==> src/rtl/ex_mem_skid_reg.sv <==
// rtl/ex_mem_skid_reg.sv - EX/MEM pipeline register with a one-entry skid buffer; EX_MEM_STALL_CNT_EN adds a stall counter
module ex_mem_skid_reg #(
    parameter int DATA_W    = 32,
    parameter int REGADDR_W = 5,
    parameter int SEL_W     = 2
) (
    input  logic                 CLOCK,
    input  logic                 RESET,
    input  logic                 Valid_In,
    output logic                 Ready_Out,
    input  logic                 Flush,
    input  logic                 RegWriteEN_In,
    input  logic                 MemWriteEN_In,
    input  logic [SEL_W-1:0]     Mem2RegSEL_In,
    input  logic [DATA_W-1:0]    ALUResult_In,
    input  logic [DATA_W-1:0]    WriteData_In,
    input  logic [DATA_W-1:0]    PCPlus4_In,
    input  logic [REGADDR_W-1:0] RegWBAddr_In,
    output logic                 Valid_Out,
    input  logic                 Ready_In,
    output logic                 RegWriteEN_Out,
    output logic                 MemWriteEN_Out,
    output logic [SEL_W-1:0]     Mem2RegSEL_Out,
    output logic [DATA_W-1:0]    ALUResult_Out,
    output logic [DATA_W-1:0]    WriteData_Out,
    output logic [REGADDR_W-1:0] RegWBAddr_Out,
    output logic [DATA_W-1:0]    PCPlus4_Out
`ifdef EX_MEM_STALL_CNT_EN
    ,
    output logic [15:0]          StallCount_Out
`endif
);

    typedef struct packed {
        logic                 regwr;
        logic                 memwr;
        logic [SEL_W-1:0]     sel;
        logic [DATA_W-1:0]    alu;
        logic [DATA_W-1:0]    wdata;
        logic [DATA_W-1:0]    pc4;
        logic [REGADDR_W-1:0] wbaddr;
    } entry_t;

    typedef enum logic [1:0] {
        EMPTY = 2'd0,
        FULL  = 2'd1,
        SKID  = 2'd2
    } state_t;

    state_t state;
    entry_t main_q;
    entry_t skid_q;
    entry_t in_e;
    logic   xfer_in;
    logic   xfer_out;

    // Pack the incoming EX fields so both entries load from one bundle
    always_comb begin
        in_e.regwr  = RegWriteEN_In;
        in_e.memwr  = MemWriteEN_In;
        in_e.sel    = Mem2RegSEL_In;
        in_e.alu    = ALUResult_In;
        in_e.wdata  = WriteData_In;
        in_e.pc4    = PCPlus4_In;
        in_e.wbaddr = RegWBAddr_In;
    end

    // Handshakes depend only on state (and RESET), never on Ready_In
    assign Ready_Out = (state != SKID) && !RESET;
    assign Valid_Out = (state != EMPTY);
    assign xfer_in   = Valid_In && Ready_Out;
    assign xfer_out  = Valid_Out && Ready_In;

    // Main entry always drives the MEM side; enables masked when nothing is valid
    assign RegWriteEN_Out = main_q.regwr && Valid_Out;
    assign MemWriteEN_Out = main_q.memwr && Valid_Out;
    assign Mem2RegSEL_Out = main_q.sel;
    assign ALUResult_Out  = main_q.alu;
    assign WriteData_Out  = main_q.wdata;
    assign PCPlus4_Out    = main_q.pc4;
    assign RegWBAddr_Out  = main_q.wbaddr;

    // Occupancy FSM: reset beats flush, flush beats any transfer and keeps data
    always_ff @(posedge CLOCK) begin
        if (RESET) begin
            state  <= EMPTY;
            main_q <= '0;
            skid_q <= '0;
        end else if (Flush) begin
            state <= EMPTY;
        end else begin
            case (state)
                EMPTY: begin
                    if (xfer_in) begin
                        main_q <= in_e;
                        state  <= FULL;
                    end
                end
                FULL: begin
                    if (xfer_in && xfer_out) begin
                        main_q <= in_e;
                    end else if (xfer_in) begin
                        skid_q <= in_e;
                        state  <= SKID;
                    end else if (xfer_out) begin
                        state <= EMPTY;
                    end
                end
                SKID: begin
                    if (xfer_out) begin
                        main_q <= skid_q;
                        state  <= FULL;
                    end
                end
                default: state <= EMPTY;
            endcase
        end
    end

`ifdef EX_MEM_STALL_CNT_EN
    logic [15:0] stall_cnt;

    // Saturating count of cycles the MEM stage refused a valid instruction
    always_ff @(posedge CLOCK) begin
        if (RESET) begin
            stall_cnt <= 16'd0;
        end else if (Valid_Out && !Ready_In && (stall_cnt != 16'hFFFF)) begin
            stall_cnt <= stall_cnt + 16'd1;
        end
    end

    assign StallCount_Out = stall_cnt;
`endif

endmodule

==> config.mk <==
export PLATFORM = sky130hd
export DESIGN_NAME = ex_mem_skid_reg
export DESIGN_NICKNAME = d
export VERILOG_FILES = /design/src/rtl/ex_mem_skid_reg.sv
export SDC_FILE = /design/constraint.sdc
export NUM_CORES = 1
export LEC_CHECK = 0
export ABC_AREA = 1
export ABC_CLOCK_PERIOD_IN_PS = 2400
export BUFFER_PORTS_ARGS = -buffer_cell sky130_fd_sc_hd__buf_2
export CORE_MARGIN = 4
export CORE_UTILIZATION = 28
export DETAILED_ROUTE_END_ITERATION = 8
export SLEW_MARGIN = 5
export SYNTH_ARGS = -nofsm -noshare
export SYNTH_HDL_FRONTEND = slang
export SYNTH_SLANG_ARGS = --single-unit
==> constraint.sdc <==
create_clock -name CLOCK -period 2.4 [get_ports CLOCK]
set_clock_uncertainty 0.15 [all_clocks]
set_input_delay 0.36 -clock CLOCK [delete_from_list [all_inputs] [get_ports CLOCK]]
set_output_delay 0.36 -clock CLOCK [all_outputs]
set_load 0.05 [all_outputs]
==> flow_summary.ini <==
[detailed_routing]
finalWirelength_um = 26750
vias = 9538
first_iter_violations = 457
dr.pass1.iters = 5
drc_errors = 0
viasPerCell = 4.440
ant_nets = 0
wl_per_cell_um = 12.45

[place]
dp_hpwl_um = 16290
place_area_um2 = 10920
portBuffers = 216
gp_congestion = 0.7202

[power_and_ir_drop]
p_leak_nw = 5.950
ir_drop_mv = 0.4885
powerDensity_nw_per_um2 = 697.2

[final_layout]
fillers = 3841
seqCellArea_um2 = 4244
multi_input_area_um2 = 3966
syn_to_final_growth_pct = 24.01
diodes = 0
drive_gt1_share_pct = 16.49
postLayoutCellArea_um2 = 12850
fin_nets = 1771

[grt]
grt_max_degree = 116
grt_pass1_vias = 8867
grt-ovfl-total = 0
antenna_found_initial = 2
grt_pass1_wl_um = 44880
grt_usage_pct = 12.85

[synth]
syn_avg_cell_area_um2 = 6.848
netlist_instances = 1513
synth_seq_cells = 212
ys_types = 19
yosys_warnings = 0
synth_area_um2 = 10360
synth_top_area_share_pct = 40.96
syn_nets = 1623
yosysTopAreaCell = dfxtp_1
ys_seq_area_share_pct = 40.96
synth_area_leaders = dfxtp_1 41%, a21oi_1 10%, o21ai_0 9.2%

[floorplan]
core-area_um2 = 36520
ioPinCount = 217
start_util_pct = 28.37
die_w_um = 200.4
rows = 70
dieArea_um2 = 40150
die-height_um = 200.4

[critical_path]
reg2reg_slack_ns = 0.19
worstReg2RegStart = state[1]
critPathLaunchType = register
r2r-end = skid_q[65]
worstPathArrival_ns = 2.47
worstSetupPathType = register to register
crit_end = skid_q[65]
ff2ff_path_depth = 7
critPathMaxFanout = 13
worstPathRequired_ns = 2.66
crit_path_start = state[1]
cp-end-kind = register

[min_path]
hp-class = primary input to register

[clock_network]
clock_path_buffers = 3
post_cts_resized = 0
htree_num_levels = 1
cts.sinks = 212
clkLatencyLatePin_ns = 0.53
cts_buffers = 26
cts_tree = built
path_clk_slew_ns = 0.06
cts-root-buf = clkbuf_16

[sta]
setup_violations = 0
rsz0062_at_grt = no
tightest_slew_ns = 0.9265
max_freq_mhz = 452.1
slew_viol_final = 0
finalCritPeriodShare_pct = 92.16
max-slew-margin-rel_pct = 38.23
finalSetupTns_ns = 0
final_hold_viol_count = 0
min_period_ns = 2.212

[status]
status = finished, final reports clean

[job]
drv_cap = 0
-- cell usage in the layout, fill, tap and decap left out, drive strengths merged --
cell type	netlist	routed
buf	193	230
a21oi	215	215
dfxtp	212	212
clkinvlp	0	1
nand2	218	218
nand3	106	106
inv	219	219
clkinv	0	4
o211ai	1	1
clkbuf	25	41
dlygate4sd3	0	108
nand4	2	2
bufinv	0	1
nor2	112	112
o21ai	210	210
-- Yosys cell counts --
| cell type | n |
|---|---|
| nand2_2 | 1 |
| a21oi_1 | 214 |
| nand4_1 | 2 |
| nand3_2 | 1 |
| nand2_1 | 217 |
| inv_1 | 218 |
| clkbuf_1 | 25 |
| buf_1 | 10 |
| a21oi_2 | 1 |
| o211ai_1 | 1 |
| buf_4 | 127 |
| nand3_1 | 105 |
| nor2_1 | 111 |
| nor2_2 | 1 |
| dfxtp_1 | 212 |
| o21ai_0 | 191 |
| o21ai_1 | 19 |
| inv_2 | 1 |
| buf_2 | 56 |
-- how the worst min path moves through the flow --
stage                           from    endpoint  slack, ns  cells after the start
floorplan                 skid_q[24]  skid_q[24]       0.27                      2
global placement          skid_q[77]  skid_q[77]       0.28                      2
detailed placement        skid_q[47]  skid_q[47]       0.29                      2
CTS                  ALUResult_In[5]  skid_q[74]      0.005                      3
global route        ALUResult_In[21]  skid_q[90]       0.05                      3
finish               ALUResult_In[5]  skid_q[74]       0.03                      3
-- worst max-delay path, cell delays in order (launching register included) --
cell and delay (ns):
dfxtp_1 0.42, nor2_2 0.33, nor2_1 0.07, nor2_1 0.18, nand2_4 0.17, o21ai_0 0.17, dlygate4sd3_1 0.56, a21oi_1 0.04
-- power by group --
group	internal, mW	switching (mW)	total [mW]
Combinational	0.468	0.910	1.38
Clock	2.34	1.51	3.86
Sequential	3.66	0.0665	3.72
-- area by class of cell --
type	count	share of cell area (%)
clock buffers	41	6.135
clock inverters	6	0.4479
flip-flops and latches	212	33.03
well taps	468	4.557
inverters	219	6.437
repair buffers	338	18.52
multi-input cells	864	30.87
-- per-stage QoR --
stage | hold slack (ns) | setup WS [ns] | cells | total power, mW | utilization (%)
2_1_floorplan | 0.2745 | 0.6674 | 1513 | 4.865 | -
3_3_place_gp | 0.2834 | 0.4372 | 1993 | 5.028 | 29.90
3_5_place_dp | 0.2898 | 0.4029 | 1993 | 5.044 | 29.90
4_1_cts | 0.005058 | 0.1609 | 2148 | 9.128 | 35.18
5_1_grt | 0.05332 | 0.05840 | 2148 | 9.384 | 35.18
6_report | 0.02569 | 0.1881 | 2148 | 8.959 | 35.18
-- flip-flops by register name (all words and copies together) (netlist names) --
signal	cells
skid_q	105
ALUResult_Out	32
PCPlus4_Out	32
WriteData_Out	32
RegWBAddr_Out	5
Mem2RegSEL_Out	2
main_q	2
state	2
-- repair_timing --
action | 4_1_cts | 5_1_grt
setup buffers | 0 | 0
hold buffers | 108 | 0
hold endpoints to repair | 105 | 0
-- routing by layer --
metal | wire [µm] | vias up | global-route usage (%)
met4 | 560 | 4 | 3.343
met2 | 12010 | 214 | 20.87
met5 | 31 | - | 0
met1 | 12520 | 4302 | 17.24
met3 | 1628 | 43 | 3.092
li1 | - | 4975 | -
-- logic make-up (layout without fill, tap and decap cells) --
group / after synthesis / count (layout) / synth area share, %
flip-flops: 212 / 212 / 40.96
AO/OA/AOI/OAI: 426 / 426 / 20.64
AND/OR/NAND/NOR: 438 / 438 / 17.29
buffers and inverters: 437 / 604 / 21.11
(Power assumes the default switching activity.)
